`src/rtl/msg_sched_window.sv`:
```
`default_nettype none
// ============================================================================
// Module      : msg_sched_window
// Description : SHA-2 message scheduler using a 16-word sliding window.
//               Loads 16 block words and streams W[0..ROUNDS-1] downstream.
//               Optional abort port enabled by defining MSG_SCHED_ABORT_EN.
// Revision    : 1.0 - initial release
// ============================================================================
module msg_sched_window #(
    parameter int DATA_WIDTH = 32,
    parameter int ROUNDS     = 64
) (
    input  logic                  clk,
    input  logic                  rst,
    input  logic                  in_valid,
    output logic                  in_ready,
    input  logic [DATA_WIDTH-1:0] in_data,
    output logic                  w_valid,
    input  logic                  w_ready,
    output logic [DATA_WIDTH-1:0] w_data,
    output logic [6:0]            w_index,
    output logic                  w_last,
`ifdef MSG_SCHED_ABORT_EN
    input  logic                  abort_in,
`endif
    output logic                  done_out
);

    generate
        if (DATA_WIDTH != 32 && DATA_WIDTH != 64) begin : g_bad_width
            $error("msg_sched_window: DATA_WIDTH must be 32 or 64");
        end
        if (ROUNDS < 17 || ROUNDS > 128) begin : g_bad_rounds
            $error("msg_sched_window: ROUNDS out of range");
        end
    endgenerate

    // Rotation / shift amounts for sig0 and sig1 of the selected SHA-2 family
    localparam int c_S0_A = (DATA_WIDTH == 64) ? 1  : 7;
    localparam int c_S0_B = (DATA_WIDTH == 64) ? 8  : 18;
    localparam int c_S0_C = (DATA_WIDTH == 64) ? 7  : 3;
    localparam int c_S1_A = (DATA_WIDTH == 64) ? 19 : 17;
    localparam int c_S1_B = (DATA_WIDTH == 64) ? 61 : 19;
    localparam int c_S1_C = (DATA_WIDTH == 64) ? 6  : 10;

    localparam logic [6:0] c_LAST   = 7'(ROUNDS - 1);
    localparam logic [6:0] c_PENULT = 7'(ROUNDS - 2);
    localparam logic [3:0] c_LOAD_LAST = 4'd15;

    typedef enum logic [0:0] {
        S_LOAD = 1'b0,
        S_RUN  = 1'b1
    } state_t;

    state_t                r_state;
    state_t                w_state_nxt;
    logic [DATA_WIDTH-1:0] r_win [16];
    logic [3:0]            r_load_cnt;
    logic [6:0]            r_idx;
    logic                  r_last;
    logic                  r_done;

    logic                  w_abort;
    logic                  w_in_fire;
    logic                  w_out_fire;
    logic                  w_final;
    logic [DATA_WIDTH-1:0] w_sig0;
    logic [DATA_WIDTH-1:0] w_sig1;
    logic [DATA_WIDTH-1:0] w_new;

`ifdef MSG_SCHED_ABORT_EN
    assign w_abort = abort_in;
`else
    assign w_abort = 1'b0;
`endif

    function automatic logic [DATA_WIDTH-1:0] rotr(input logic [DATA_WIDTH-1:0] x,
                                                   input int n);
        return (x >> n) | (x << (DATA_WIDTH - n));
    endfunction

    // Window holds W[t-16..t-1]: win[14]=W[t-2], win[9]=W[t-7], win[1]=W[t-15]
    assign w_sig0 = rotr(r_win[1], c_S0_A) ^ rotr(r_win[1], c_S0_B) ^ (r_win[1] >> c_S0_C);
    assign w_sig1 = rotr(r_win[14], c_S1_A) ^ rotr(r_win[14], c_S1_B) ^ (r_win[14] >> c_S1_C);
    assign w_new  = w_sig1 + r_win[9] + w_sig0 + r_win[0];

    assign w_in_fire  = in_valid & in_ready;
    assign w_out_fire = w_valid & w_ready;
    assign w_final    = w_out_fire && (r_idx == c_LAST);

    always_comb begin
        w_state_nxt = r_state;
        in_ready    = 1'b0;
        w_valid     = 1'b0;
        case (r_state)
            S_LOAD: begin
                in_ready = 1'b1;
                if (in_valid && (r_load_cnt == c_LOAD_LAST)) begin
                    w_state_nxt = S_RUN;
                end
            end
            S_RUN: begin
                w_valid = 1'b1;
                if (w_ready && (r_idx == c_LAST)) begin
                    w_state_nxt = S_LOAD;
                end
            end
            default: w_state_nxt = S_LOAD;
        endcase
        if (w_abort) begin
            w_state_nxt = S_LOAD;
        end
    end

    always_ff @(posedge clk) begin
        if (rst) begin
            r_state    <= S_LOAD;
            r_load_cnt <= '0;
            r_idx      <= '0;
            r_last     <= 1'b0;
            r_done     <= 1'b0;
            for (int i = 0; i < 16; i++) begin
                r_win[i] <= '0;
            end
        end else begin
            r_state <= w_state_nxt;
            r_done  <= w_final && !w_abort;
            if (w_abort) begin
                // Abort wins over a coincident handshake; the window is left as-is
                r_load_cnt <= '0;
                r_idx      <= '0;
                r_last     <= 1'b0;
            end else if (w_in_fire) begin
                for (int i = 0; i < 15; i++) begin
                    r_win[i] <= r_win[i+1];
                end
                r_win[15]  <= in_data;
                r_load_cnt <= r_load_cnt + 4'd1;
                if (r_load_cnt == c_LOAD_LAST) begin
                    r_idx  <= '0;
                    r_last <= 1'b0;
                end
            end else if (w_out_fire) begin
                for (int i = 0; i < 15; i++) begin
                    r_win[i] <= r_win[i+1];
                end
                r_win[15] <= w_new;
                if (w_final) begin
                    r_load_cnt <= '0;
                    r_idx      <= '0;
                    r_last     <= 1'b0;
                end else begin
                    r_idx  <= r_idx + 7'd1;
                    r_last <= (r_idx == c_PENULT);
                end
            end
        end
    end

    assign w_data   = r_win[0];
    assign w_index  = r_idx;
    assign w_last   = r_last;
    assign done_out = r_done;

endmodule
`default_nettype wire

```
`config.mk`:
```
export PLATFORM = sky130hd
export DESIGN_NAME = msg_sched_window
export DESIGN_NICKNAME = d
export VERILOG_FILES = /design/src/rtl/msg_sched_window.sv
export SDC_FILE = /design/constraint.sdc
export NUM_CORES = 1
export LEC_CHECK = 0
export CAP_MARGIN = 15
export CORE_MARGIN = 8
export CORE_UTILIZATION = 40
export DETAILED_ROUTE_END_ITERATION = 12
export HOLD_SLACK_MARGIN = 0.1
export PLACE_DENSITY = 0.63
export SYNTH_ARGS = -nofsm -noshare
export SYNTH_HDL_FRONTEND = slang
export SYNTH_SLANG_ARGS = --single-unit
```
`constraint.sdc`:
```
create_clock -name clk -period 22.3 [get_ports clk]
set_input_delay 3.345 -clock clk [delete_from_list [all_inputs] [get_ports clk]]
set_output_delay 3.345 -clock clk [all_outputs]
set_load 0.02 [all_outputs]
```
==> flow_summary.json <==
{
  "syn_nets": 1942,
  "worstHoldPathType": "flop to flop",
  "power_frac_seq_pct": 42.8,
  "drive_gt1_share_pct": 5.27,
  "cts_hold_buf": 0,
  "path_cells": "clkdlybuf4s50_1 > and2_1 > nor2_2 > nand2_4 > buf_12",
  "clock_latency_ps": 620,
  "clock.fmax_mhz": 161,
  "num_io_pins": 79,
  "power_frac_comb_pct": 25.3,
  "final_cell_mix": "edfxtp_1, and2_1, nor2b_1",
  "synth_edf_count": 512,
  "drtIter0Drc": 1256,
  "crit_type": "input pin to flop",
  "cp.arrival_ps": 6370,
  "avgSynthCellArea_sq_um": 13.5,
  "clkPwrFrac_pct": 31.9,
  "p_leak_nw": 10.7,
  "synthCells": 1810,
  "cts_tree": "done",
  "syn_to_final_growth_pct": 12.2,
  "vias": 12900,
  "ys_warn_count": 0,
  "fin_nets": 1970,
  "grt_antenna_before_repair": 1,
  "ys_seq_area_share_pct": 63.9,
  "synthDistinctLibCells": 68,
  "status": "complete, no violations",
  "grt_pass1_wl_um": 77700,
  "required_ps": 22440,
  "cts_sinks": 526,
  "path_max_fanout": 189,
  "dieArea_sq_um": 69400,
  "ctsResizeCount": 0,
  "die_h_um": 263,
  "cellPowerDensity_nw_per_um2": 102,
  "maxCapViolCount": 0,
  "grt_max_degree": 321,
  "cts_max_level": 2,
  "endpoint_kind": "flop",
  "die_width_um": 263,
  "intPower_mw": 1.93,
  "min_period_over_period_pct": 27.9,
  "drt.antenna.violating_nets": 0,
  "switching_power_uw": 856,
  "row_count": 90,
  "routed_via_density": 4.87,
  "synthArstFlopShare_pct": 0,
  "route.detailed.drc": 0,
  "clock-skew-final_ps": 33.7,
  "wirelength_um": 50900,
  "placed_area_sq_um": 25700,
  "setup_violations": 0,
  "synth_seq_cells": 526,
  "dp_hpwl_um": 35200,
  "layout_commonest_cell": "edfxtp_1",
  "tightest_slew_ps": 1350,
  "gp_congestion": 0.881,
  "hold_viol_final": 0,
  "start_util_pct": 40.5,
  "cpPeakStageDelay_ps": 900,
  "rsz0062_at_grt": "no",
  "cp-start-kind": "input pin",
  "setup_tns_ps": 0,
  "slew_headroom_pct": 9.82,
  "cts_buffers": 53,
  "clk_path_buf_depth": 3,
  "drv_slew": 0,
  "antenna_cells": 0,
  "synth-main-ff-cell": "edfxtp_1",
  "core_sq_um": 60500,
  "port_buffers": 78,
  "dr.pass1.iters": 7,
  "finalInstanceArea_sq_um": 27500,
  "cts_root_buf": "clkbuf_16",
  "crit_family": "simple AND/OR/NAND/NOR gates",
  "min_period_ps": 6230,
  "wire_per_inst_um": 19.1,
  "clk_pin_slew_ps": 60,
  "grt_use_total_pct": 14.6,
  "postCtsSetupRepairBufs": 0,
  "cp.buffers_inverters": 2,
  "syn_area_sq_um": 24500,
  "r2r_slack_ps": 17180,
  "first_global_vias": 12700,
  "max-vdd-ir-drop_v": 0.0000535,
  "globalRouteOverflowTotal": 0,
  "p_sw_share_pct": 30.7,
  "cpMaxStageDelayCell": "nor2_2"
}
[area by class of cell]
cell class                      count  area (sq um)
Fill cell                        5357         33000
Sequential cell                   526         15700
Multi-Input combinational cell   1025          7690
Clock buffer                       62          1360
Tap cell                          782           978
Timing Repair Buffer               84           852
Inverter                          148           556
Clock inverter                     33           372
[synth_stat cells, types with 2 or more instances]
cell | instances | area [sq um]
nand2b_1 | 2 | 12.5
o211ai_1 | 2 | 15.0
inv_1 | 148 | 556
buf_4 | 35 | 263
nand3_1 | 15 | 75.1
nor3_1 | 7 | 35.0
clkbuf_1 | 61 | 229
and2_1 | 323 | 2020
a211oi_1 | 3 | 22.5
nor4_1 | 2 | 12.5
o21a_1 | 6 | 45.0
or2_2 | 2 | 12.5
nand2_1 | 57 | 214
nand4_1 | 16 | 100
o31ai_1 | 2 | 15.0
buf_6 | 7 | 78.8
a22oi_1 | 2 | 15.0
a21o_1 | 17 | 128
xnor2_1 | 123 | 1080
o2111ai_1 | 2 | 17.5
dfxtp_1 | 14 | 280
buf_1 | 3 | 11.3
buf_2 | 4 | 20.0
xor2_1 | 19 | 166
edfxtp_1 | 512 | 15400
a21boi_0 | 2 | 15.0
a21oi_1 | 48 | 240
nor2b_1 | 165 | 1030
fa_1 | 62 | 1240
a311oi_1 | 3 | 26.3
nand3b_1 | 3 | 22.5
and3_1 | 4 | 25.0
o21bai_1 | 5 | 37.5
a31oi_1 | 6 | 37.5
o21ai_0 | 29 | 145
or3_1 | 4 | 25.0
ha_1 | 34 | 425
nor2_1 | 31 | 116
[worst paths after layout]
path,from,to,cells after the start
hold reg to reg,w_last$_SDFFE_PP0P_,w_last$_SDFFE_PP0P_,2
setup / recovery,w_ready,r_win[0][124]$_SDFFCE_PN0P_,5
setup reg to reg,r_win[0][36]$_SDFFCE_PN0P_,r_win[0][511]$_DFFE_PP_,16
hold / removal,w_last$_SDFFE_PP0P_,w_last$_SDFFE_PP0P_,2
[worst min-delay path, delay by kind of cell (launching register included)]
kind             cells  cell delay (ps)
flip-flops           1              310
AO/OA/AOI/OAI        1               50
AND/OR/NAND/NOR      1               50
[flip-flops by register name (all words and copies together) (netlist names)]
name	flops
done_out	1
r_load_cnt	4
r_state	1
r_win	512
w_index	7
w_last	1
[stage by stage]
step           std cells  hold slack, ps  power, mW  utilization [%]  setup slack (ps)
6_report            2660             461       2.79             45.4             16070
5_1_grt             2660             498       2.93             45.4             16040
4_1_cts             2660             460       2.81             45.4             16270
3_5_place_dp        2565             451       1.90             42.6             15640
3_3_place_gp        2565             441       1.90             42.6             15710
2_1_floorplan       1810             447       1.72                -             12530
[logic make-up (layout without fill, tap and decap cells)]
logic type	Yosys count	count (layout)	share of synthesized area [%]
AO/OA/AOI/OAI	147	147	3.93
AND/OR/NAND/NOR	639	639	15.4
XOR/XNOR	142	142	5.08
multiplexers	1	1	0.0409
adder cells (fa/ha/maj)	96	96	6.81
buffers and inverters	259	327	4.78
flip-flops	526	526	63.9
[power by group through the flow]
| stage | Clock, mW | Sequential [mW] | Combinational, mW |
|---|---|---|---|
| after global placement | 0 | 1.22 | 0.686 |
| final | 0.890 | 1.20 | 0.705 |
| after CTS | 0.914 | 1.20 | 0.697 |
| after global routing | 0.951 | 1.20 | 0.774 |
| after floorplan | 0 | 1.20 | 0.517 |
| after detailed placement | 0 | 1.22 | 0.687 |
[metal layers]
metal / wire length (um) / track usage (%) / vias to the layer above / share of wire, %
met4: 1320 / 4.51 / 0 / 2.6
met5: 0 / 0 / - / 0
met1: 24400 / 21.3 / 6391 / 48
li1: - / - / 6139 / -
met3: 3520 / 3.85 / 82 / 6.9
met2: 21700 / 21.0 / 332 / 43
Power figures use the tool's default switching activity.
